**src/rtl/seq_detector_param.sv**
```systemverilog
// Serial bit-pattern detector: compares the last PATTERN_W accepted bits against PATTERN.
// Define SEQ_DET_COUNT_EN to build the saturating match counter and its clear_count logic.
module seq_detector_param #(
    parameter int                   PATTERN_W = 4,
    parameter logic [PATTERN_W-1:0] PATTERN   = 4'b1011,
    parameter int                   COUNT_W   = 8
) (
    input  logic                           clock,
    input  logic                           reset,
    input  logic                           enable,
    input  logic                           a,
    input  logic                           overlap,
    input  logic                           clear_count,
    output logic                           y,
    output logic [$clog2(PATTERN_W+1)-1:0] state,
    output logic [COUNT_W-1:0]             match_count
);

    localparam int ST_W = $clog2(PATTERN_W + 1);

    typedef logic [ST_W-1:0] fill_t;

    localparam fill_t FILL_0    = '0;
    localparam fill_t FILL_FULL = fill_t'(PATTERN_W);

    generate
        if (PATTERN_W < 2 || PATTERN_W > 32) begin : g_bad_width
            $fatal(1, "seq_detector_param: PATTERN_W must be in 2..32");
        end
    endgenerate

    logic [PATTERN_W-1:0] hist_q, hist_d;
    fill_t                state_q, state_d;
    logic                 y_q, y_d;
    logic [PATTERN_W-1:0] hist_n;
    fill_t                fill_n;
    logic                 hit;

    // Stage 0: shift in the accepted bit and decide the hit and next fill level
    always_comb begin
        hist_d  = hist_q;
        state_d = state_q;
        y_d     = 1'b0;
        hist_n  = {hist_q[PATTERN_W-2:0], a};
        fill_n  = (state_q == FILL_FULL) ? FILL_FULL : state_q + fill_t'(1);
        hit     = 1'b0;
        if (enable) begin
            hit     = (fill_n == FILL_FULL) && (hist_n == PATTERN);
            hist_d  = hist_n;
            state_d = (hit && !overlap) ? FILL_0 : fill_n;
            y_d     = hit;
        end
    end

    always_ff @(posedge clock) begin
        if (reset) begin
            hist_q  <= '0;
            state_q <= FILL_0;
            y_q     <= 1'b0;
        end else begin
            hist_q  <= hist_d;
            state_q <= state_d;
            y_q     <= y_d;
        end
    end

    assign y     = y_q;
    assign state = state_q;

`ifdef SEQ_DET_COUNT_EN
    logic [COUNT_W-1:0] count_q, count_d;

    function automatic logic [COUNT_W-1:0] sat_inc(input logic [COUNT_W-1:0] v);
        return (&v) ? v : v + COUNT_W'(1);
    endfunction

    // Clear wins over a same-cycle hit
    always_comb begin
        count_d = count_q;
        if (clear_count) begin
            count_d = '0;
        end else if (hit) begin
            count_d = sat_inc(count_q);
        end
    end

    always_ff @(posedge clock) begin
        if (reset) begin
            count_q <= '0;
        end else begin
            count_q <= count_d;
        end
    end

    assign match_count = count_q;
`else
    logic unused_clear;
    assign unused_clear = clear_count;
    assign match_count  = '0;
`endif

endmodule

```
**config.mk**
```make
export PLATFORM = sky130hd
export DESIGN_NAME = seq_detector_param
export DESIGN_NICKNAME = d
export VERILOG_FILES = /design/src/rtl/seq_detector_param.sv
export SDC_FILE = /design/constraint.sdc
export NUM_CORES = 1
export LEC_CHECK = 0
export CORE_AREA = 2 2 39 41
export DETAILED_ROUTE_END_ITERATION = 8
export DIE_AREA = 0 0 41 43
export SLEW_MARGIN = 20
export SYNTH_ARGS = -nofsm -noshare
export SYNTH_HDL_FRONTEND = slang
export SYNTH_SLANG_ARGS = --single-unit
```
**constraint.sdc**
```tcl
create_clock -name clock -period 3.1 [get_ports clock]
set_clock_uncertainty 0.2 [all_clocks]
set_input_delay 0.62 -clock clock [delete_from_list [all_inputs] [get_ports clock]]
set_output_delay 0.62 -clock clock [all_outputs]
set_load 0.01 [all_outputs]
```
Word-level counts from Yosys, hierarchy flattened

Cells that the tools add are included.

Memory bits (writable): 0
Word-level logic and storage cells: 14
Memories kept: 0
Memory bits (read-only): 0
Latch bits: 0
Register bits: 7
Input port bits: 6
Output and inout port bits: 12

Shift-type cells: 0
Reductions and logical operators: 4
Magnitude comparators: 0
Equal/unequal tests: 3
Multiplexer cells: 2
Multipliers: 0
Bitwise gates (word level): 1
Divide/modulo/power cells: 0
Add/sub/neg operators: 1

Operator list:

| kind                                        | count |
|---|---|
| equality test 3 bit, second input constant  | 2 |
| two-way mux 3 bit                           | 2 |
| equality test 4 bit, second input constant  | 1 |
| adder 3 x 1 -> 3 bit, second input constant | 1 |
| logical AND 1 bit                           | 2 |
| OR reduction 2 bit                          | 1 |
| zero test 1 bit                             | 1 |
| NOT 1 bit                                   | 1 |

Logic depth before layout (Yosys ltp)

Gate-level depths: netlist of run 1.

Word-level depth: 6
Depth in mapped cells: 5
Gate-level depth less buffers: 5

Worst setup path before layout of run 1

No wires, ideal clock.

Kind: reg2reg
From: register state_q[0] (netlist: state[0])
To: register state_q[2] (netlist: state[2])
Cell stages (with the launch flop): 6
Data required time: 2.772 ns
Slack: 1.541 ns
Period minus slack after synthesis: 1.559 ns
Setup time: 0.128 ns
Buffers on the path: 0
Arrival time: 1.231 ns
Cell sequence: dfxtp_1 inv_1 ha_1 nand4b_1 nor3_1 a211oi_2

Longest elaborated chain between the ends: 6
Elaborated cells between the ends (all ways): 7
Classes of those cells: add/sub (1); eq/ne (2); mux (2); reduce/logical (2)

Ends and longest elaborated chain:

| element                                                            | line | source |
|---|---|---|
| from (decl)                                                        | 33   | `fill_t state_q, state_d;` |
| from (signal assigned)                                             | 62   | `state_q <= state_d;` |
| adder 3 x 1 -> 3 bit / equality test 3 bit (equally long branches) | 45   | `fill_n = (state_q == FILL_FULL) ? FILL_FULL : state_q + fill_t'(1);` |
| two-way mux 3 bit (*)                                              | 45   |  |
| equality test 3 bit                                                | 48   | `hit = (fill_n == FILL_FULL) && (hist_n == PATTERN);` |
| logical AND 1 bit                                                  | 48   |  |
| logical AND 1 bit                                                  | 50   | `state_d = (hit && !overlap) ? FILL_0 : fill_n;` |
| two-way mux 3 bit (*)                                              | 50   |  |

Every way passes the cells marked *; elsewhere a longest branch is shown, timed or not.
A chain may end at the register's enable or synchronous reset.

Worst setup path after layout of run 1

From: register state_q[2] (netlist: state[2])
To: output port state[2]

RTL lines:

| element   | line | source |
|---|---|---|
| to (decl) | 15   | `output logic [$clog2(PATTERN_W+1)-1:0] state,` |

No word-level cell between the ends.

==> results of run 1 <==
registers in the layout, indices dropped and copies added, names as in the netlist:
name and cells:
hist_q 3, state 3, y 1
stage by stage:
stage,hold slack (ns),power (mW)
finish,0.293,0.213
global route,0.315,0.228
CTS,0.298,0.218
detailed placement,0.286,0.133
global placement,0.276,0.133
floorplan,0.261,0.128
metal layers:
metal	wire length [um]	share of wire (%)	vias up
li1	-	-	145
met1	249	42	123
met2	272	46	13
met3	65	11	0
met4	0	0	0
met5	0	0	-
power by group:
part           switching (mW)  internal (mW)
logic                  0.0164         0.0164
registers             0.00393         0.0942
clock network          0.0328         0.0490
cells in the final DEF (no fill, tap or decap):
cell type        count
nand3b_1             1
clkdlybuf4s50_1      8
inv_1                3
clkbuf_1             1
a22oi_1              1
clkbuf_4             3
conb_1               8
a211oi_2             1
nor4_1               1
and3_1               1
ha_1                 2
o21a_1               1
nand4b_1             1
a21oi_1              2
nor3_1               1
mux2i_1              5
nor2_1               5
dfxtp_1              7
worst paths after layout:
kind / to / slack (ns) / depth (start not counted)
worst max-delay path: state[2] / 1.06 / 1
worst min-delay path: hist_q[2] / 0.29 / 2
worst min register to register: hist_q[2] / 0.29 / 2
worst max register to register: y / 1.48 / 5
cell type report:
class,count,area [um2]
Tap cell,16,20.0
Inverter,3,11.3
Clock buffer,4,26.3
Sequential cell,7,140
Fill cell,149,911
Multi-Input combinational cell,30,195
Timing Repair Buffer,8,80.1
cells by family (layout without fill, tap and decap cells):
kind of cell             Yosys count  count (layout)
buffers and inverters             12              15
AND/OR/NAND/NOR                   10              10
AO/OA/AOI/OAI                      5               5
other                              1               8
multiplexers                       5               5
flip-flops                         7               7
adder cells (fa/ha/maj)            2               2
==> impl_metrics.ini, run 1 <==
[status]
status = finished, final reports clean

[critical_path]
required_ns = 2.28
setup.worst_path.start = state[2]
max_stage_delay_ns = 0.56
crit_buf_inv = 1
worst_setup_path_end_kind = primary output
crit_fanout = 6
r2r_start = state[0]
start_kind = register
cp_top_family = buffers and inverters
path_class = reg -> out
crit_arrival_ns = 1.22
crit_slowest_cell = clkdlybuf4s50_1
crit_chain = clkdlybuf4s50_1

[yosys]
synth_compound_area_share_pct = 9.58
yosysUniqueCellTypes = 17
yosysWarnings = 0
synth_edf_count = 0
ys_ff_latch = 7
synth_area_leaders = dfxtp_1 36%, buf_4 15%, mux2i_1 13%, ha_1 6.4%, nor2_1 4.8%
synth_top_area_share_pct = 35.8
synth_commonest_cells = 8 x buf_4, 7 x dfxtp_1, 5 x mux2i_1, 5 x nor2_1, 3 x inv_1
synthXorXnorAreaFrac_pct = 0
avgSynthCellArea_um2 = 9.32
synthAdderAreaFrac_pct = 6.39
ys_seq_area_share_pct = 35.8
yosysTopAreaCell = dfxtp_1
synth_top_family_by_area = buffers and inverters
yosys.area_share.simple_pct = 13.4
synth_area_um2 = 392
synth_mux_area_share_pct = 12.8
postSynth.asyncResetShare_pct = 0
synthFlopType = dfxtp_1
synth.most_common_cell = buf_4
synthCells = 42

[global_routing]
top_usage_layer = met2
met2_usage_pct = 13.1
grt_pass1_wl_mm = 1.02
grt.total_usage_pct = 9.14
grt_use_met1_pct = 9.00
grt_max_degree = 8
grt_pass1_vias = 272
grt_overflow = 0
use_met3_pct = 9.42
antenna_found_initial = 0

[floorplanning]
dieWidth_um = 41
die_h_um = 43
start_util_pct = 28.3
coreArea_um2 = 1380
io_pins = 18
die-area_um2 = 1760
row_count = 14

[sta]
setup_ws_ns = 1.06
period_needed_ns = 2.04
rsz0062_at_grt = no
period_share_pct = 65.9
final_hold_viol_count = 0
setup_viol = 0
setup_tns_ns = 0
max_freq_mhz = 490
slew_violations = 0

[cells_and_area]
stdcell_count = 68
fin_area_um2 = 473
fin_nets = 61
layout-drive-gt1-share_pct = 7.69
final_util_pct = 34.2
antenna_cells = 0
area_growth_pct = 20.8

[power_and_ir_drop]
peakVddDrop_uv = 228
power_density_nw_per_um2 = 450
p_leak_nw = 0.206

[run]
drv_cap = 0

[place]
place_area_um2 = 447
placed_cells = 64
hpwlAfterDp_um = 456
pre_cts_ws_ns = 1.05
port_buffers = 8
gp_congestion = 0.736

[route]
drt_iter0_drc = 4
post-route-drc-count = 0
vias = 281
ant_nets = 0
viasPerCell = 4.13
routed_wl_um = 587
drt-pass1-iter-count = 2
wl_per_cell_um = 8.63

[clocking]
clk_path_buf_depth = 2
cts_root_buffer = clkbuf_4
cts-resized-gates = 0
post_cts_buffers = 0
clkLatencyLatePin_ns = 0.25
path_clk_slew_ns = 0.05
cts_tree = done
cts_made_buffers = 3
htree_levels = 1
cts.sinks = 7
cts_hold_buf = 0

[min_path]
hold_start = hist_q[2]
hold_path_class = reg -> reg
No activity file was read; power rests on OpenSTA's default activity.
==> run 2: changes to the inputs <==
==> constraint.sdc (replaced) <==
create_clock -name clock -period 2.1 [get_ports clock]
set_clock_uncertainty 0.2 [all_clocks]
set_input_delay 0.42 -clock clock [delete_from_list [all_inputs] [get_ports clock]]
set_output_delay 0.42 -clock clock [all_outputs]
set_load 0.01 [all_outputs]
==> run 2 against run 1 <==
  * Register-to-register slack worse by 1.0 ns
  * Core utilization up 1.1 points
  * Sequential cell count unchanged
  * Global-route usage up 0.40 points
  * Hold slack better by 0.00093 ns
  * Sequential share of layout area down 0.91 points
  * Combinational power up 57%
  * Die area unchanged
  * Final cell count up 2.9%
  * Cell area up 3.2%
  * First-iteration DRC count down 75%
  * Non-clock buffer count up 2
  * Critical endpoint unchanged
  * Highest routed layer unchanged
==> impl_metrics.ini, run 2 (synthesis results as in run 1) <==
[status]
status = finished, final reports clean

[cells_and_area]
area_growth_pct = 24.6
antenna_cells = 0
layout-drive-gt1-share_pct = 11.1
layout_common_cells = 8 x conb_1, 8 x clkdlybuf4s50_1, 7 x dfxtp_1, 5 x mux2i_1, 5 x nor2_1
fillCellCount = 146
fin_nets = 63
stdcell_count = 70

[clocking]
htree_levels = 1
cts_hold_buf = 0
cts_root_buffer = clkbuf_4
cts_tree = done
cts.sinks = 7
post_cts_buffers = 0
cts_made_buffers = 3
clk_path_buf_depth = 2
cts-resized-gates = 0
clkLatencyLatePin_ns = 0.25
path_clk_slew_ns = 0.06

[route]
dr_wl_met2_um = 308
drt-pass1-iter-count = 2
ant_nets = 0
drt_iter0_drc = 1
post-route-drc-count = 0
wl_met1_um = 271
viasPerCell = 4.11
routed_wl_um = 627
vias = 288
highest-signal-layer = met3
wl_met3_um = 47
wl_per_cell_um = 8.96

[run]
drv_cap = 0

[sta]
slew_violations = 0
max_freq_mhz = 545
setup_tns_ns = 0
setup_viol = 0
rsz0062_at_grt = no
period_needed_ns = 1.83
period_share_pct = 87.4
final_hold_viol_count = 0

[critical_path]
crit_slowest_cell = clkdlybuf4s50_1
crit_arrival_ns = 1.21
worst_setup_path_end_kind = primary output
path_class = reg -> out
start_kind = register
crit_buf_inv = 1
crit_chain = clkdlybuf4s50_1
max_stage_delay_ns = 0.57
crit_fanout = 6
required_ns = 1.48
cp_top_family = buffers and inverters

[floorplanning]
dieWidth_um = 41
start_util_pct = 28.3
row_count = 14
die-area_um2 = 1760
die_h_um = 43
coreArea_um2 = 1380
io_pins = 18

[global_routing]
grt_pass1_wl_mm = 1.06
grt_max_degree = 7
grt_overflow = 0
antenna_found_initial = 0
grt_pass1_vias = 282
grt.total_usage_pct = 9.54

[power_and_ir_drop]
p_leak_nw = 0.216
p_clk_share_pct = 38.7
peakVddDrop_uv = 179
power_density_nw_per_um2 = 655
power_frac_seq_pct = 45.2
pwr-share-comb_pct = 16.1
p_int_mw = 0.238
p_sw_mw = 0.0816
switching_share_pct = 25.5
power.total_mw = 0.320

[min_path]
hold_path_class = reg -> reg

[place]
gp_congestion = 0.729
placed_cells = 66
hpwlAfterDp_um = 493
port_buffers = 8
[run 2: cell type report]
type | instances | area (um2) | area share, %
multi-input cells | 30 | 195 | 40.0
flip-flops and latches | 7 | 140 | 28.7
repair buffers | 10 | 95.1 | 19.5
clock buffers | 4 | 26.3 | 5.38
well taps | 16 | 20.0 | 4.10
inverters | 3 | 11.3 | 2.31
[run 2: metal layers]
metal  vias up  global-route usage [%]
met2        10                    14.1
met4         0                    10.0
met1       128                    9.32
li1        150                       -
met5         -                       0
met3         0                    3.14
[run 2: power groups by stage]
stage	clock network [mW]	logic, mW	registers [mW]
2_1_floorplan	0	0.0402	0.148
3_3_place_gp	0	0.0517	0.147
3_5_place_dp	0	0.0518	0.147
4_1_cts	0.133	0.0522	0.145
5_1_grt	0.138	0.0583	0.145
6_report	0.124	0.0514	0.145
[run 2: stage by stage]
step	hold slack [ns]	worst slack (ns)	util (%)	cell area [um2]
floorplan	0.261	0.541	-	418
global placement	0.278	0.393	33.4	462
detailed placement	0.286	0.384	33.4	462
CTS	0.300	0.244	35.3	488
global route	0.316	0.205	35.3	488
finish	0.294	0.265	35.3	488
[run 2: worst register-to-register path, stage by stage (launching register included)]
cell,delay [ns]
dfxtp_1,0.39
inv_1,0.06
ha_1,0.30
nand4b_1,0.20
nor4_1,0.25
and3_1,0.18
[run 2: worst paths after layout]
path / to / depth (start not counted) / startpoint / slack [ns]
hold / removal: hist_q[2] / 2 / hist_q[2] / 0.29
setup / recovery: state[2] / 1 / state[2] / 0.27
hold reg to reg: hist_q[2] / 2 / hist_q[2] / 0.29
setup reg to reg: y / 5 / state[0] / 0.48
